==> config.mk <==
export PLATFORM = sky130hd
export DESIGN_NAME = fifo_slot_master
export DESIGN_NICKNAME = d
export VERILOG_FILES = /design/src/rtl/fifo_slot_pkg.sv /design/src/rtl/fifo_slot_gap_cnt.sv /design/src/rtl/fifo_slot_master.sv
export SDC_FILE = /design/constraint.sdc
export NUM_CORES = 1
export LEC_CHECK = 0
export BUFFER_PORTS_ARGS = -buffer_cell sky130_fd_sc_hd__buf_2
export CORE_AREA = 2 2 51 71
export DETAILED_ROUTE_END_ITERATION = 16
export DIE_AREA = 0 0 53 73
export GPL_ROUTABILITY_DRIVEN = 0
export PLACE_DENSITY = 0.83
export SLEW_MARGIN = 20
export SYNTH_ARGS = -nofsm -noshare
export SYNTH_HDL_FRONTEND = slang
export SYNTH_SLANG_ARGS = --single-unit
==> constraint.sdc <==
create_clock -name clk -period 3.25 [get_ports clk]
set_input_delay 0.325 -clock clk [delete_from_list [all_inputs] [get_ports clk]]
set_output_delay 0.325 -clock clk [all_outputs]
set_load 0.05 [all_outputs]
==> src/rtl/fifo_slot_pkg.sv <==
// ---------------------------------------------------------------------------
// fifo_slot_pkg
// Definitions shared between the FIFO slot master and the slot responder.
//   fifo_slot_state_t : master FSM states
//   fifo_slot_dir_t   : arbitration direction (which side was served last)
//   SLOT_*            : register offsets within a slot register group
//   FULL_BIT/EMPTY_BIT: status bit positions in the offset-0 read data
//   slot_addr()       : builds the 5-bit slot address from group and offset
// ---------------------------------------------------------------------------
package fifo_slot_pkg;

    typedef enum logic [2:0] {
        IDLE    = 3'd0,
        TX_POLL = 3'd1,
        TX_WR   = 3'd2,
        RX_POLL = 3'd3,
        RX_POP  = 3'd4
    } fifo_slot_state_t;

    typedef enum logic {
        DIR_TX = 1'b0,
        DIR_RX = 1'b1
    } fifo_slot_dir_t;

    // Offset 0 is status/data and never pops; only a read of offset 2 pops.
    localparam logic [1:0] SLOT_STATUS = 2'b00;
    localparam logic [1:0] SLOT_WRITE  = 2'b01;
    localparam logic [1:0] SLOT_POP    = 2'b10;

    localparam int FULL_BIT  = 10;
    localparam int EMPTY_BIT = 9;

    function automatic logic [4:0] slot_addr(input logic [2:0] group,
                                             input logic [1:0] offset);
        return {group, offset};
    endfunction

endpackage

==> src/rtl/fifo_slot_gap_cnt.sv <==
// ---------------------------------------------------------------------------
// fifo_slot_gap_cnt
// Loadable down-counter that spaces out retries of one direction after a
// poll found the slot FIFO full (TX) or empty (RX).
//   clk, reset  : clock, synchronous active-high reset (count -> 0)
//   load        : load load_value this cycle (wins over decrement)
//   load_value  : retry gap in idle cycles
//   can_poll    : this direction may be selected this cycle
// The count decrements once per cycle while nonzero, whatever the FSM does.
// ---------------------------------------------------------------------------
module fifo_slot_gap_cnt #(
    parameter int W = 4
) (
    input  logic         clk,
    input  logic         reset,
    input  logic         load,
    input  logic [W-1:0] load_value,
    output logic         can_poll
);

    logic [W-1:0] count;

    always_ff @(posedge clk) begin
        if (reset) begin
            count <= '0;
        end else if (load) begin
            count <= load_value;
        end else if (count != '0) begin
            count <= count - 1'b1;
        end
    end

    // A count of 1 marks the last inserted idle cycle: selecting the
    // direction now puts the next poll in the cycle where the count has
    // reached zero, so exactly load_value idle cycles separate the polls.
    assign can_poll = (count <= W'(1));

endmodule

==> src/rtl/fifo_slot_master.sv <==
// ---------------------------------------------------------------------------
// fifo_slot_master
// Bus initiator for one byte-FIFO slot. Turns a TX valid/ready byte stream
// into polled slot writes and drains the slot FIFO into an RX stream, so
// hardware can share the slot with the software driver.
//
// Ports:
//   clk, reset          : clock, synchronous active-high reset
//   tx_data/tx_valid    : byte to push; must stay stable until tx_ready
//   tx_ready            : one-cycle pulse, tx_data written this cycle
//   rx_en               : allow draining of the slot FIFO
//   rx_data/rx_valid    : popped byte, held until rx_ready
//   rx_ready            : consumer takes rx_data
//   cs/read/write/addr  : slot access, one per cycle, decoded from the state
//   wr_data             : {24'h0, byte} during the write access, else 0
//   rd_data             : combinational slot read data
//   busy                : FSM not in IDLE
//   dbg_state           : current FSM state
//
// Handshakes: a byte moves on a stream when valid and ready are both high
// at a rising edge. tx_ready is only ever high in the write cycle and
// tx_valid/tx_data must not change from the poll to that write. rx_valid
// stays high with rx_data constant until rx_ready is seen.
// ---------------------------------------------------------------------------
module fifo_slot_master
    import fifo_slot_pkg::*;
#(
    parameter logic [2:0] PORT_OFS  = 3'b000,
    parameter int         RETRY_GAP = 4
) (
    input  logic        clk,
    input  logic        reset,
    input  logic [7:0]  tx_data,
    input  logic        tx_valid,
    output logic        tx_ready,
    input  logic        rx_en,
    output logic [7:0]  rx_data,
    output logic        rx_valid,
    input  logic        rx_ready,
    output logic        cs,
    output logic        read,
    output logic        write,
    output logic [4:0]  addr,
    output logic [31:0] wr_data,
    input  logic [31:0] rd_data,
    output logic        busy,
    output logic [2:0]  dbg_state
);

    localparam logic [3:0] GAP_LOAD = 4'(RETRY_GAP);

    fifo_slot_state_t state, next_state;
    fifo_slot_dir_t   last;

    logic tx_gap_load, rx_gap_load;
    logic tx_can_poll, rx_can_poll;
    logic tx_elig, rx_elig;
    logic capture;

    // Only the status bits and head byte of the read data matter here.
    logic unused_rd_bits;
    assign unused_rd_bits = ^{rd_data[31:11], rd_data[8]};

    fifo_slot_gap_cnt #(.W(4)) u_tx_gap (
        .clk        (clk),
        .reset      (reset),
        .load       (tx_gap_load),
        .load_value (GAP_LOAD),
        .can_poll   (tx_can_poll)
    );

    fifo_slot_gap_cnt #(.W(4)) u_rx_gap (
        .clk        (clk),
        .reset      (reset),
        .load       (rx_gap_load),
        .load_value (GAP_LOAD),
        .can_poll   (rx_can_poll)
    );

    // A new RX poll is never started while the previous byte is unclaimed.
    assign tx_elig = tx_valid & tx_can_poll;
    assign rx_elig = rx_en & ~rx_valid & rx_can_poll;

    // ---------------- next-state logic ----------------
    always_comb begin
        next_state  = state;
        tx_gap_load = 1'b0;
        rx_gap_load = 1'b0;
        capture     = 1'b0;
        case (state)
            IDLE: begin
                if (tx_elig && rx_elig) begin
                    // Round-robin: the direction not served last wins.
                    next_state = (last == DIR_RX) ? TX_POLL : RX_POLL;
                end else if (tx_elig) begin
                    next_state = TX_POLL;
                end else if (rx_elig) begin
                    next_state = RX_POLL;
                end
            end
            TX_POLL: begin
                if (rd_data[FULL_BIT]) begin
                    next_state  = IDLE;
                    tx_gap_load = 1'b1;
                end else begin
                    next_state = TX_WR;
                end
            end
            TX_WR: begin
                next_state = IDLE;
            end
            RX_POLL: begin
                if (rd_data[EMPTY_BIT]) begin
                    next_state  = IDLE;
                    rx_gap_load = 1'b1;
                end else begin
                    next_state = RX_POP;
                    capture    = 1'b1;
                end
            end
            RX_POP: begin
                next_state = IDLE;
            end
            default: begin
                next_state = IDLE;
            end
        endcase
    end

    // ---------------- state and datapath registers ----------------
    always_ff @(posedge clk) begin
        if (reset) begin
            state    <= IDLE;
            last     <= DIR_RX;
            rx_valid <= 1'b0;
            rx_data  <= 8'h00;
        end else begin
            state <= next_state;
            if (state == IDLE && next_state == TX_POLL) begin
                last <= DIR_TX;
            end else if (state == IDLE && next_state == RX_POLL) begin
                last <= DIR_RX;
            end
            // The head byte is captured at the poll; it becomes visible only
            // once the pop has been issued, so a reset in between drops it
            // without ever removing it from the slot.
            if (capture) begin
                rx_data <= rd_data[7:0];
            end
            if (state == RX_POP) begin
                rx_valid <= 1'b1;
            end else if (rx_valid && rx_ready) begin
                rx_valid <= 1'b0;
            end
        end
    end

    // ---------------- slot access decode ----------------
    always_comb begin
        cs       = 1'b0;
        read     = 1'b0;
        write    = 1'b0;
        tx_ready = 1'b0;
        addr     = 5'b0;
        wr_data  = 32'h0;
        case (state)
            TX_POLL, RX_POLL: begin
                cs   = 1'b1;
                read = 1'b1;
                addr = slot_addr(PORT_OFS, SLOT_STATUS);
            end
            TX_WR: begin
                cs       = 1'b1;
                write    = 1'b1;
                tx_ready = 1'b1;
                addr     = slot_addr(PORT_OFS, SLOT_WRITE);
                wr_data  = {24'h0, tx_data};
            end
            RX_POP: begin
                cs   = 1'b1;
                read = 1'b1;
                addr = slot_addr(PORT_OFS, SLOT_POP);
            end
            default: begin
            end
        endcase
    end

    assign busy      = (state != IDLE);
    assign dbg_state = state;

endmodule

# --- Word-level counts from Yosys, hierarchy flattened ---
# Index checks and enable logic that the tools add are counted.
# W data, S select, Z words.
totals:
  reg_bits: 21
  input_bits: 45
op_classes:
  bitwise: 4
  n_reduce_logical: 16
  n_addsub: 2
  n_eq_ne: 6
  order_cmp: 2
  mux: 26
ops:
  columns: ["operator", "n"]
  rows:
  - ["$mux W3", 8]
  - ["$mux W1", 13]
  - ["$eq A3 B2 Y1 const B", 3]
  - ["$pmux W3 S3", 1]
  - ["$le A4 B1 Y1 const B", 2]
  - ["$mux W8", 1]
  - ["$reduce_bool A2 Y1", 4]
  - ["$reduce_bool A4 Y1", 2]
  - ["$sub A4 B1 Y4 const B", 2]
  - ["$eq A3 B1 Y1 const B", 2]
  - ["$logic_and A1 B1 Y1", 4]
  - ["$mux W2", 2]
  - ["$pmux W2 S2", 1]
  - ["$reduce_or A2 Y1", 2]
  - ["$reduce_or A4 Y1", 1]
  - ["$and A1 B1 Y1", 3]
  - ["$eq A3 B3 Y1 const B", 1]
  - ["$logic_not A3 Y1", 1]
  - ["$reduce_bool A3 Y1", 1]
  - ["$reduce_or A3 Y1", 1]
  - ["$not A1 Y1", 1]

# --- Logic depth before layout (Yosys ltp) ---
logic_depth:
  depth_word: 11
  ltp_mapped: 5
  mapped_depth_nobuf: 5

# --- By module ---
# A second synthesis with hierarchy kept.
hier_totals:
  hier_cells: 157
  area_unflattened_um2: 1331.3
by_module_without_submodules:
  columns: ["mod", "cells_per_inst", "area_per_inst_um2", "instances", "seq_area_each_um2"]
  rows:
  - ["fifo_slot_master", 103, 825.8, 1, 260.2]
  - ["fifo_slot_gap_cnt", 27, 252.7, 2, 80.1]

# --- Worst setup path before layout ---
# OpenSTA, ideal clock, no wires.
synth_timing:
  path_kind: "reg-to-output"
  from: "reg state[2], in the netlist dbg_state[2]"
  to: "out cs"
  setup_slack_ns: 0.209
  required_ns: 2.925
  n_path_buf: 1
  t_arrival_ns: 2.716
  path_stages_with_launch: 4
  path_cell_list: "dfxtp_1 buf_4 nor3b_1 or3_1"
synth_via:
  elab_chain_cells: 3
  word_cells_on_any_way: 6
synth_lines:
  columns: ["element", "line", "rtl"]
  rows:
  - ["start: declaration", "fifo_slot_master.sv:52", "fifo_slot_state_t state, next_state;"]
  - ["start signal: assignment", "fifo_slot_master.sv:138", "state <= next_state;"]
  - ["$eq A3 B3 Y1 (tied with other cells)", "fifo_slot_master.sv:166", "case (state)"]
  - ["$reduce_or A4 Y1 (no source line) (*)", null, null]
  - ["$mux W1 (*)", "fifo_slot_master.sv:166", null]
  - ["end: declaration", "fifo_slot_master.sv:40", "output logic cs,"]
# Mark *: on every way between the ends. The rest lies on a longest branch, timed or not.

# --- Worst setup path in the final report ---
layout_timing:
  from: "reg state[1], in the netlist dbg_state[1]"
  to: "out cs"
# The elaborated chain is that of the path after synthesis.

==> results.txt <==
Outcome - completed
Register area share after synthesis - 31.6%
Drt wl/cell - 10.3 µm
Row Count - 25
Final hold violation count - 0
Multi-input gate area - 726 µm²
DRC viols - 0
Critical path peak fanout - 11
IO Pins - 99
Leakage - 0.766 nW
WL met2 - 1.28 mm
Async SR Flop Fraction - 0%
Via count - 1093
Setup TNS Final - 0 ns
RSZ-0062 raised after global routing - false
CORE AREA - 3280 µm²
Cells after synthesis - 157
Slowest cell on crit path - dfxtp_1
Die height - 73 µm
Met3 routed WL - 157 µm
Max layer used - met4
Crit path kind - reg2out
Initial Utilization - 40.5%
FF+latch count, synth - 21
Tmin final - 2.11 ns
Final Skew - 0.00736 ns
Largest delay share family, worst path - simple AND/OR/NAND/NOR gates
Util after Layout - 46.1%
Post-synthesis cell type count - 39
Final instance area - 1510 µm²
Total gr overflow - 0
Ys flop type - dfxtp_1
FMAX - 474 MHz
Hold WC Path Type - in2reg
Number of gates resized after cts - 0
Reg area - 420 µm²
Maxcap violations - 0
Avg Inst Size Synth - 8.48 µm²
Final Max Tran Viols - 0
Die span in x - 53 µm
Clk slew on worst S/H paths - 0.08 ns
Max IR drop VDD - 549 µV
Chain of cells forming the critical path - nor3b_2 > or3_1 > buf_2
EDFF count, synth - 0
Root Buffer - clkbuf_8
First-pass GRT wire length - 3.93 mm
Synth warn - 0
Clock sinks - 21
DIE AREA - 3870 µm²
# fillers - 355
Required @ worst endpoint - 2.92 ns
Layout cells sized above 1 - 30.3%
Startpoint Class - flop
Crit path arrival time - 1.78 ns
Worst skew pair latency - 0.26 ns
M1 WL - 996 µm
DRT antenna net count - 0
Post-CTS Setup Inserts - 0
Via density - 4.54
DRT Pass-1 Iters - 4
# hold bufs at CTS - 0
Nets - 253
Syn-to-layout area delta - 13.6%
ANT cells - 0
IO Port Bufs - 49
H-tree Lvls - 1
Placed inst area - 1470 µm²
Initial antenna violation count - 0
PwrDens - 930 nW/µm²
Final hold slack - 0.297 ns
Post-route clock period utilization - 64.9%
Syn Std Cell Area - 1330 µm²
Critical Path Max Stage Delay - 0.56 ns
Max clock buf depth - 2
GRT Total Usage - 13.7%
Dpl hpwl - 1.91 mm
Total CTS buffers - 3
Final setup viols - 0
Routed wire length - 2.48 mm
Buffers & Inverters on Critical Path - 1
CTS tree - yes
Setup crit end kind - primary output
Largest net degree at the start of global routing - 18
Number of global-route vias before repair - 925
Starting DRT DRC Count - 19
Yosys cell counts (2+ instances only):
cell / n / area, µm²
a211oi_1: 2 / 15.0
a21oi_1: 10 / 50.1
a31oi_1: 4 / 25.0
and2_1: 8 / 50.1
buf_4: 31 / 233
clkbuf_1: 2 / 7.51
dfxtp_1: 21 / 420
ha_1: 6 / 75.1
inv_1: 7 / 26.3
mux2i_1: 2 / 20.0
nand2_1: 16 / 60.1
nand2b_1: 3 / 18.8
nor2_1: 10 / 37.5
nor2b_1: 2 / 12.5
nor3_1: 3 / 15.0
nor3b_1: 3 / 22.5
or2_2: 3 / 18.8
or3b_1: 2 / 17.5
xnor2_1: 2 / 17.5
cell type report:
class | instances | share of cell area (%)
multi-input combinational | 120 | 48.0
sequential | 21 | 27.8
timing repair buffer | 49 | 16.2
tap | 40 | 3.31
clock buffer | 4 | 2.98
inverter | 7 | 1.74
metrics by stage:
| stage | total power, W | instances | setup WS [ns] |
|---|---|---|---|
| 2_1_floorplan | 0.00114 | 183 | 0.209 |
| 3_3_place_gp | 0.00123 | 237 | 1.44 |
| 3_5_place_dp | 0.00124 | 237 | 1.42 |
| 4_1_cts | 0.00142 | 241 | 1.13 |
| 5_1_grt | 0.00151 | 241 | 0.955 |
| 6_report | 0.00141 | 241 | 1.14 |
placed cells by master, fill, tap and decap left out, types with 2 or more instances in the layout:
cell	netlist	layout
buf_2	1	49
conb_1	1	27
dfxtp_1	21	21
nand2_1	16	16
nor2_1	10	10
a21oi_1	10	10
and2_1	8	8
inv_1	7	7
ha_1	6	6
a31oi_1	4	4
nor3b_1	3	3
or2_2	3	3
nor3_1	3	3
nand2b_1	3	3
clkbuf_8	0	3
nor2b_1	2	2
mux2i_1	2	2
or3b_1	2	2
a211oi_1	2	2
xnor2_1	2	2
kinds of logic after synthesis:
kind of cell | Yosys count | synth area share (%)
AND/OR/NAND/NOR | 63 | 29.2
other | 1 | 0.282
adder cells (fa/ha/maj) | 6 | 5.64
multiplexers | 2 | 1.50
XOR/XNOR | 2 | 1.32
buffers and inverters | 42 | 21.2
AO/OA/AOI/OAI | 20 | 9.21
flip-flops | 21 | 31.6
final timing paths:
path | from | to | slack, ns | cells past startpoint
setup / recovery | dbg_state[1]$_SDFF_PP0_ | cs | 1.14 | 3
hold / removal | rd_data[0] | rx_data[0]$_SDFFE_PP0P_ | 0.30 | 3
setup reg to reg | u_rx_gap.count[0]$_SDFFE_PP0P_ | u_rx_gap.count[1]$_SDFFE_PP0P_ | 1.84 | 4
hold reg to reg | rx_data[3]$_SDFFE_PP0P_ | rx_data[3]$_SDFFE_PP0P_ | 0.46 | 2
power breakdown:
group	switching, W	internal (W)
registers	0.0000853	0.000325
clock network	0.0000838	0.0000873
logic	0.000555	0.000271
total	0.000724	0.000683
state kept, by name, summed over array words and instances (netlist names):
name            count
dbg_state           3
last                1
rx_data             8
rx_valid            1
u_rx_gap.count      4
u_tx_gap.count      4
worst min-delay path, cell delays in order:
cell and delay (ns):
buf_2 0.09, nand2_1 0.05, a21oi_1 0.05
per-layer routing:
metal,vias to the layer above,global-route usage (%)
li1,553,-
met4,0,6.84
met1,497,16.0
met3,4,2.46
met5,-,0
met2,39,23.3
Note: power is estimated with default switching activity, not from simulation.
